### src/rtl/serialize_lanes_if.sv
// Valid/ready word channel shared by the wide input and the narrow lane output.
// The master drives valid/data and the slave drives ready.
interface serialize_lanes_if #(
    parameter int W = 8
) ();
    logic         valid;
    logic         ready;
    logic [W-1:0] data;

    modport master (output valid, output data, input ready);
    modport slave  (input valid, input data, output ready);
endinterface

### src/rtl/serialize_lanes.sv
// Splits one wide word of up to LANES lanes into single-lane transfers.
// The last lane of each word is tagged with eot.
module serialize_lanes #(
    parameter int LANE_W = 8,
    parameter int LANES  = 4,
    parameter int CNT_W  = $clog2(LANES)
) (
    input  logic               clk,
    input  logic               rst,
    serialize_lanes_if.slave   din_i,
    serialize_lanes_if.master  dout_o
);
    localparam int               WORD_W  = LANES * LANE_W + CNT_W;
    localparam logic [CNT_W-1:0] TOP_IDX = CNT_W'(LANES - 1);

    if ($size(din_i.data) != WORD_W) begin : gen_din_width_err
        $error("serialize_lanes: din data width must be LANES*LANE_W+CNT_W");
    end
    if ($size(dout_o.data) != LANE_W + 1) begin : gen_dout_width_err
        $error("serialize_lanes: dout data width must be LANE_W+1");
    end
    if (LANES < 2) begin : gen_lanes_err
        $error("serialize_lanes: LANES must be at least 2");
    end

    typedef enum logic {
        EMPTY,
        HOLD
    } state_e;

    state_e             state_q, state_d;
    logic [CNT_W-1:0]   idx_q, idx_d;
    logic [WORD_W-1:0]  word_q, word_d;

    logic [LANE_W-1:0]  laneArr [LANES];
    logic [CNT_W-1:0]   lenM1;
    logic               full;
    logic               last;
    logic               accept;

    for (genvar g = 0; g < LANES; g++) begin : gen_lanes
        assign laneArr[g] = word_q[g*LANE_W +: LANE_W];
    end

    assign lenM1  = word_q[LANES*LANE_W +: CNT_W];
    assign full   = (state_q == HOLD);
    // Saturating at the top lane keeps an out-of-range len from walking idx past the word.
    assign last   = full && ((idx_q == lenM1) || (idx_q == TOP_IDX));
    assign accept = din_i.valid && din_i.ready;

    always_ff @(posedge clk) begin
        if (rst) begin
            state_q <= EMPTY;
            idx_q   <= '0;
        end else begin
            state_q <= state_d;
            idx_q   <= idx_d;
        end
        word_q <= word_d;
    end

    always_comb begin
        state_d = state_q;
        idx_d   = idx_q;
        word_d  = word_q;
        if (accept) begin
            word_d  = din_i.data;
            state_d = HOLD;
            idx_d   = '0;
        end else if (full && dout_o.ready) begin
            if (last) begin
                state_d = EMPTY;
                idx_d   = '0;
            end else begin
                idx_d = idx_q + 1'b1;
            end
        end
    end

    // Refilling on the last-lane handoff is what keeps back-to-back words bubble-free.
    always_comb begin
        din_i.ready  = !full || (last && dout_o.ready);
        dout_o.valid = full;
        dout_o.data  = {last, laneArr[idx_q]};
    end
endmodule

### src/flat_wrapper.sv
// flat-port wrapper written by rule: the top's interface ports become plain ports
module serialize_lanes_flat 
#(
    parameter int LANE_W = 8,
    parameter int LANES  = 4,
    parameter int CNT_W  = $clog2(LANES)
)
  (clk, rst, din_i_valid, din_i_data, din_i_ready, dout_o_valid, dout_o_data, dout_o_ready);
  serialize_lanes_if #(.W((LANES * LANE_W + 2))) din_i_i ();
  serialize_lanes_if #(.W((LANE_W + 1))) dout_o_i ();
  input  logic clk;
  input  logic rst;
  input wire logic [$bits(din_i_i.valid)-1:0] din_i_valid;
  input wire logic [$bits(din_i_i.data)-1:0] din_i_data;
  output wire logic [$bits(din_i_i.ready)-1:0] din_i_ready;
  output wire logic [$bits(dout_o_i.valid)-1:0] dout_o_valid;
  output wire logic [$bits(dout_o_i.data)-1:0] dout_o_data;
  input wire logic [$bits(dout_o_i.ready)-1:0] dout_o_ready;
  assign din_i_i.valid = din_i_valid;
  assign din_i_i.data = din_i_data;
  assign din_i_ready = din_i_i.ready;
  assign dout_o_valid = dout_o_i.valid;
  assign dout_o_data = dout_o_i.data;
  assign dout_o_i.ready = dout_o_ready;
  serialize_lanes #(.LANE_W(LANE_W), .LANES(LANES), .CNT_W(CNT_W)) u_core (.clk(clk), .rst(rst), .din_i(din_i_i), .dout_o(dout_o_i));
endmodule
### config.mk
export PLATFORM = sky130hd
export DESIGN_NAME = serialize_lanes_flat
export DESIGN_NICKNAME = d
export VERILOG_FILES = /design/src/rtl/serialize_lanes_if.sv /design/src/rtl/serialize_lanes.sv /design/src/flat_wrapper.sv
export SDC_FILE = /design/constraint.sdc
export NUM_CORES = 1
export LEC_CHECK = 0
export ABC_CLOCK_PERIOD_IN_PS = 3600
export BUFFER_PORTS_ARGS = -buffer_cell sky130_fd_sc_hd__buf_4
export CAP_MARGIN = 20
export CORE_MARGIN = 8
export CORE_UTILIZATION = 49
export DETAILED_ROUTE_END_ITERATION = 16
export GPL_TIMING_DRIVEN = 0
export PLACE_DENSITY = 0.78
export SYNTH_ARGS = -nofsm -noshare
export SYNTH_HDL_FRONTEND = slang
export SYNTH_SLANG_ARGS = --single-unit
export TNS_END_PERCENT = 5
### constraint.sdc
create_clock -name clk -period 3.6 [get_ports clk]
set_input_delay 0.72 -clock clk [delete_from_list [all_inputs] [get_ports clk]]
set_output_delay 0.72 -clock clk [all_outputs]
set_load 0.05 [all_outputs]
==> results.py <==
metrics = {
    "status": {
        "status": "complete, no violations",
    },
    "global_route": {
        "grt_first_pass_wirelength_microns": 4623,
        "grt_start_max_net_pins": 23,
        "vias_in_the_first_global_route": 1000,
        "grtUsageTotal_pct": 12.15,
        "antenna_found_initial": 0,
        "grt.overflow.total": 0,
    },
    "critical_path": {
        "rr_worst_depth": 4,
        "critical_path.cell_chain": "buf_6 > mux4_2 > buf_4",
        "critical_path.reg2reg.startpoint": "u_core.idx_q[0]",
        "slowest_delay_ns": 0.53,
        "worst-endpoint-arrival_ns": 1.71,
        "cp-startpoint": "u_core.idx_q[0]",
        "critPathCaptureType": "output pin",
        "crit_path_start_kind": "flop",
        "worst-endpoint-required_ns": 2.88,
        "critical_path_class": "reg2out",
        "crit_end": "dout_o_data[1]",
        "reg2reg_to": "u_core.word_q[32]",
        "critical_path_fanouts_max": 10,
        "flop2flop_setup_slack_ns": 1.75,
        "critical-path-slowest-cell": "sky130_fd_sc_hd__mux4_2",
    },
    "routing": {
        "wl_microns": 2877,
        "remaining_drc_errors": 0,
        "vias_per_cell": 5.296,
        "first_pass_iters": 4,
        "route.vias.total": 858,
        "dr.first_iter.drc_count": 24,
        "avgRoutedWirePerCell_microns": 17.76,
        "postRouteAntennaNets": 0,
    },
    "clock_tree": {
        "ctsHoldBuffers": 0,
        "clk-insertion-delay-late_ns": 0.32,
        "tritoncts_num_sinks": 37,
        "cts_buffers": 5,
        "ctsLongestPathBuffers": 2,
        "cts.repair_timing.setup_buffer_count": 0,
        "cts_tree": "done",
        "cts.clk_slew.worst_paths_ns": 0.10,
        "clock_tree.root_cell": "sky130_fd_sc_hd__clkbuf_4",
        "postCtsResizedCells": 0,
        "cts_max_level": 2,
    },
    "timing": {
        "period_minus_slack_ns": 2.430,
        "final_min_period_over_clock_period_pct": 67.49,
        "maxSlewHeadroom_pct": 63.02,
        "timing.final.setup_violations": 0,
        "totalNegativeSetupSlack_ns": 0,
        "fin_skew_ns": 0.004984,
        "finalWorstSetupSlack_ns": 1.170,
        "final-hold-violation-count": 0,
        "final_max_slew_viol_count": 0,
        "achievable_freq_mhz": 411.6,
        "tightest_slew_ns": 0.5547,
        "rsz0062_at_grt": "false",
    },
    "logic_synthesis": {
        "synthesized_instance_count": 72,
        "synth.lib_cells_used.distinct": 25,
        "syn-cell-area_sq_um": 1461,
        "synthTopCellsByArea": "sky130_fd_sc_hd__edfxtp_1 70%, sky130_fd_sc_hd__mux4_2 12%, sky130_fd_sc_hd__dfxtp_1 4.1%, sky130_fd_sc_hd__xor2_2 1.1%, sky130_fd_sc_hd__o21ai_0 1.0%",
        "post-synth-top-area-fraction_pct": 69.86,
        "ys_ff_latch": 37,
        "postSynthNetCount": 111,
        "yosys_warnings": 0,
        "synth-seq-area-share_pct": 73.97,
        "post-synth-top-area-cell": "sky130_fd_sc_hd__edfxtp_1",
        "synthesis.area_per_instance_sq_um": 20.30,
    },
    "pwr": {
        "leakage_uw": 0.0007753,
        "power-per-cell-area_nw_per_um2": 506.9,
        "design_power_total_uw": 1003,
        "worst_ir_drop_vdd_uv": 281.8,
    },
    "floorplan": {
        "rows": 20,
        "ioPinCount": 49,
        "start_util_pct": 49.49,
        "overall_die_height_microns": 70.61,
        "die_area_sq_um": 4986,
        "fp.coreArea_sq_um": 2953,
        "chipWidth_microns": 70.61,
    },
    "worst_hold_path": {
        "timing.hold.worst.class": "in2reg",
    },
    "final_layout": {
        "layout.cells.most_common_list": "49 x sky130_fd_sc_hd__buf_4, 34 x sky130_fd_sc_hd__edfxtp_1, 8 x sky130_fd_sc_hd__mux4_2",
        "nNetsFinal": 167,
        "layout_commonest_cell": "sky130_fd_sc_hd__buf_4",
        "areaGrowthSynthToFinish_pct": 35.45,
        "post_route_cells_drive_above_1_share_pct": 54.26,
        "antennaDiodeCount": 0,
    },
    "job": {
        "max-cap-violations": 0,
    },
    "place": {
        "globalplace.congestion": 0.8444,
        "hpwlAfterDp_microns": 2179,
        "dp_slack_ns": 1.523,
        "port_buffers": 48,
    },
}
==> routing by layer <==
metal	track usage, %	vias to the layer above	wire length, microns
met5	0	-	0
met4	6.928	0	54
met3	5.650	7	236
met2	19.69	39	1508
met1	12.75	410	1078
li1	-	402	-
==> final cells by class <==
class                           instances  area [sq um]
Buffer                                  3         23.77
Clock buffer                            6         41.29
Clock inverter                          2         33.78
Fill cell                             209         973.4
Inverter                                3         11.26
Multi-Input combinational cell         29         359.1
Sequential cell                        37          1081
Tap cell                               33         41.29
Timing Repair Buffer                   49         387.9
==> critical path, delay by kind of cell (launching register included) <==
family	cells	cell delay, ns
muxes	1	0.53
DFF	1	0.43
buffers and inverters	2	0.42
==> metrics by stage <==
step	hold WS (ns)	area, sq um	std cells	utilization [%]
3_3_place_gp	0.5741	1863	153	63.09
2_1_floorplan	0.6585	1461	72	-
4_1_cts	0.5441	1979	162	67.03
6_report	0.5624	1979	162	67.03
5_1_grt	0.5409	1979	162	67.03
3_5_place_dp	0.6265	1904	154	64.49
==> Yosys cell counts, drive strengths merged <==
library cell	number
a21oi	1
a311oi	1
a31oi	2
and2	1
and4bb	1
buf	3
dfxtp	3
edfxtp	34
ha	1
inv	3
mux4	8
nand2	1
nand3	1
nor2	1
nor2b	1
nor4bb	1
o21ai	4
o21ba	1
o21bai	1
o22ai	1
xor2	2
==> kinds of logic after synthesis <==
logic type      count (synthesis)  synth area share (%)
simple gates                    7                 3.253
flops                          37                 73.97
buf+inv                         6                 2.397
compound gates                 11                 5.478
fa+ha+maj                       1                0.8560
xor+xnor                        2                 1.713
mux                             8                 12.33
==> report_power, final <==
group	switching (uW)	internal, uW
clock	125	145
sequential	12.2	511
combinational	122	88.9
==> worst min path at each step <==
stage                        start                end  slack (ns)  depth (start not counted)
2_1_floorplan      u_core.idx_q[0]    u_core.idx_q[0]        0.66                          3
3_3_place_gp   u_core.dout_o.valid    u_core.idx_q[1]        0.57                          1
3_5_place_dp   u_core.dout_o.valid    u_core.idx_q[1]        0.63                          1
4_1_cts             din_i_data[30]  u_core.word_q[30]        0.54                          1
5_1_grt             din_i_data[18]  u_core.word_q[18]        0.54                          1
6_report            din_i_data[30]  u_core.word_q[30]        0.56                          1
==> registers in the layout, indices dropped and copies added, names as in the netlist <==
| name | cells |
|---|---|
| u_core.dout_o.valid | 1 |
| u_core.word_q | 34 |
| u_core.idx_q | 2 |
No activity file was read; power rests on OpenSTA's default activity.
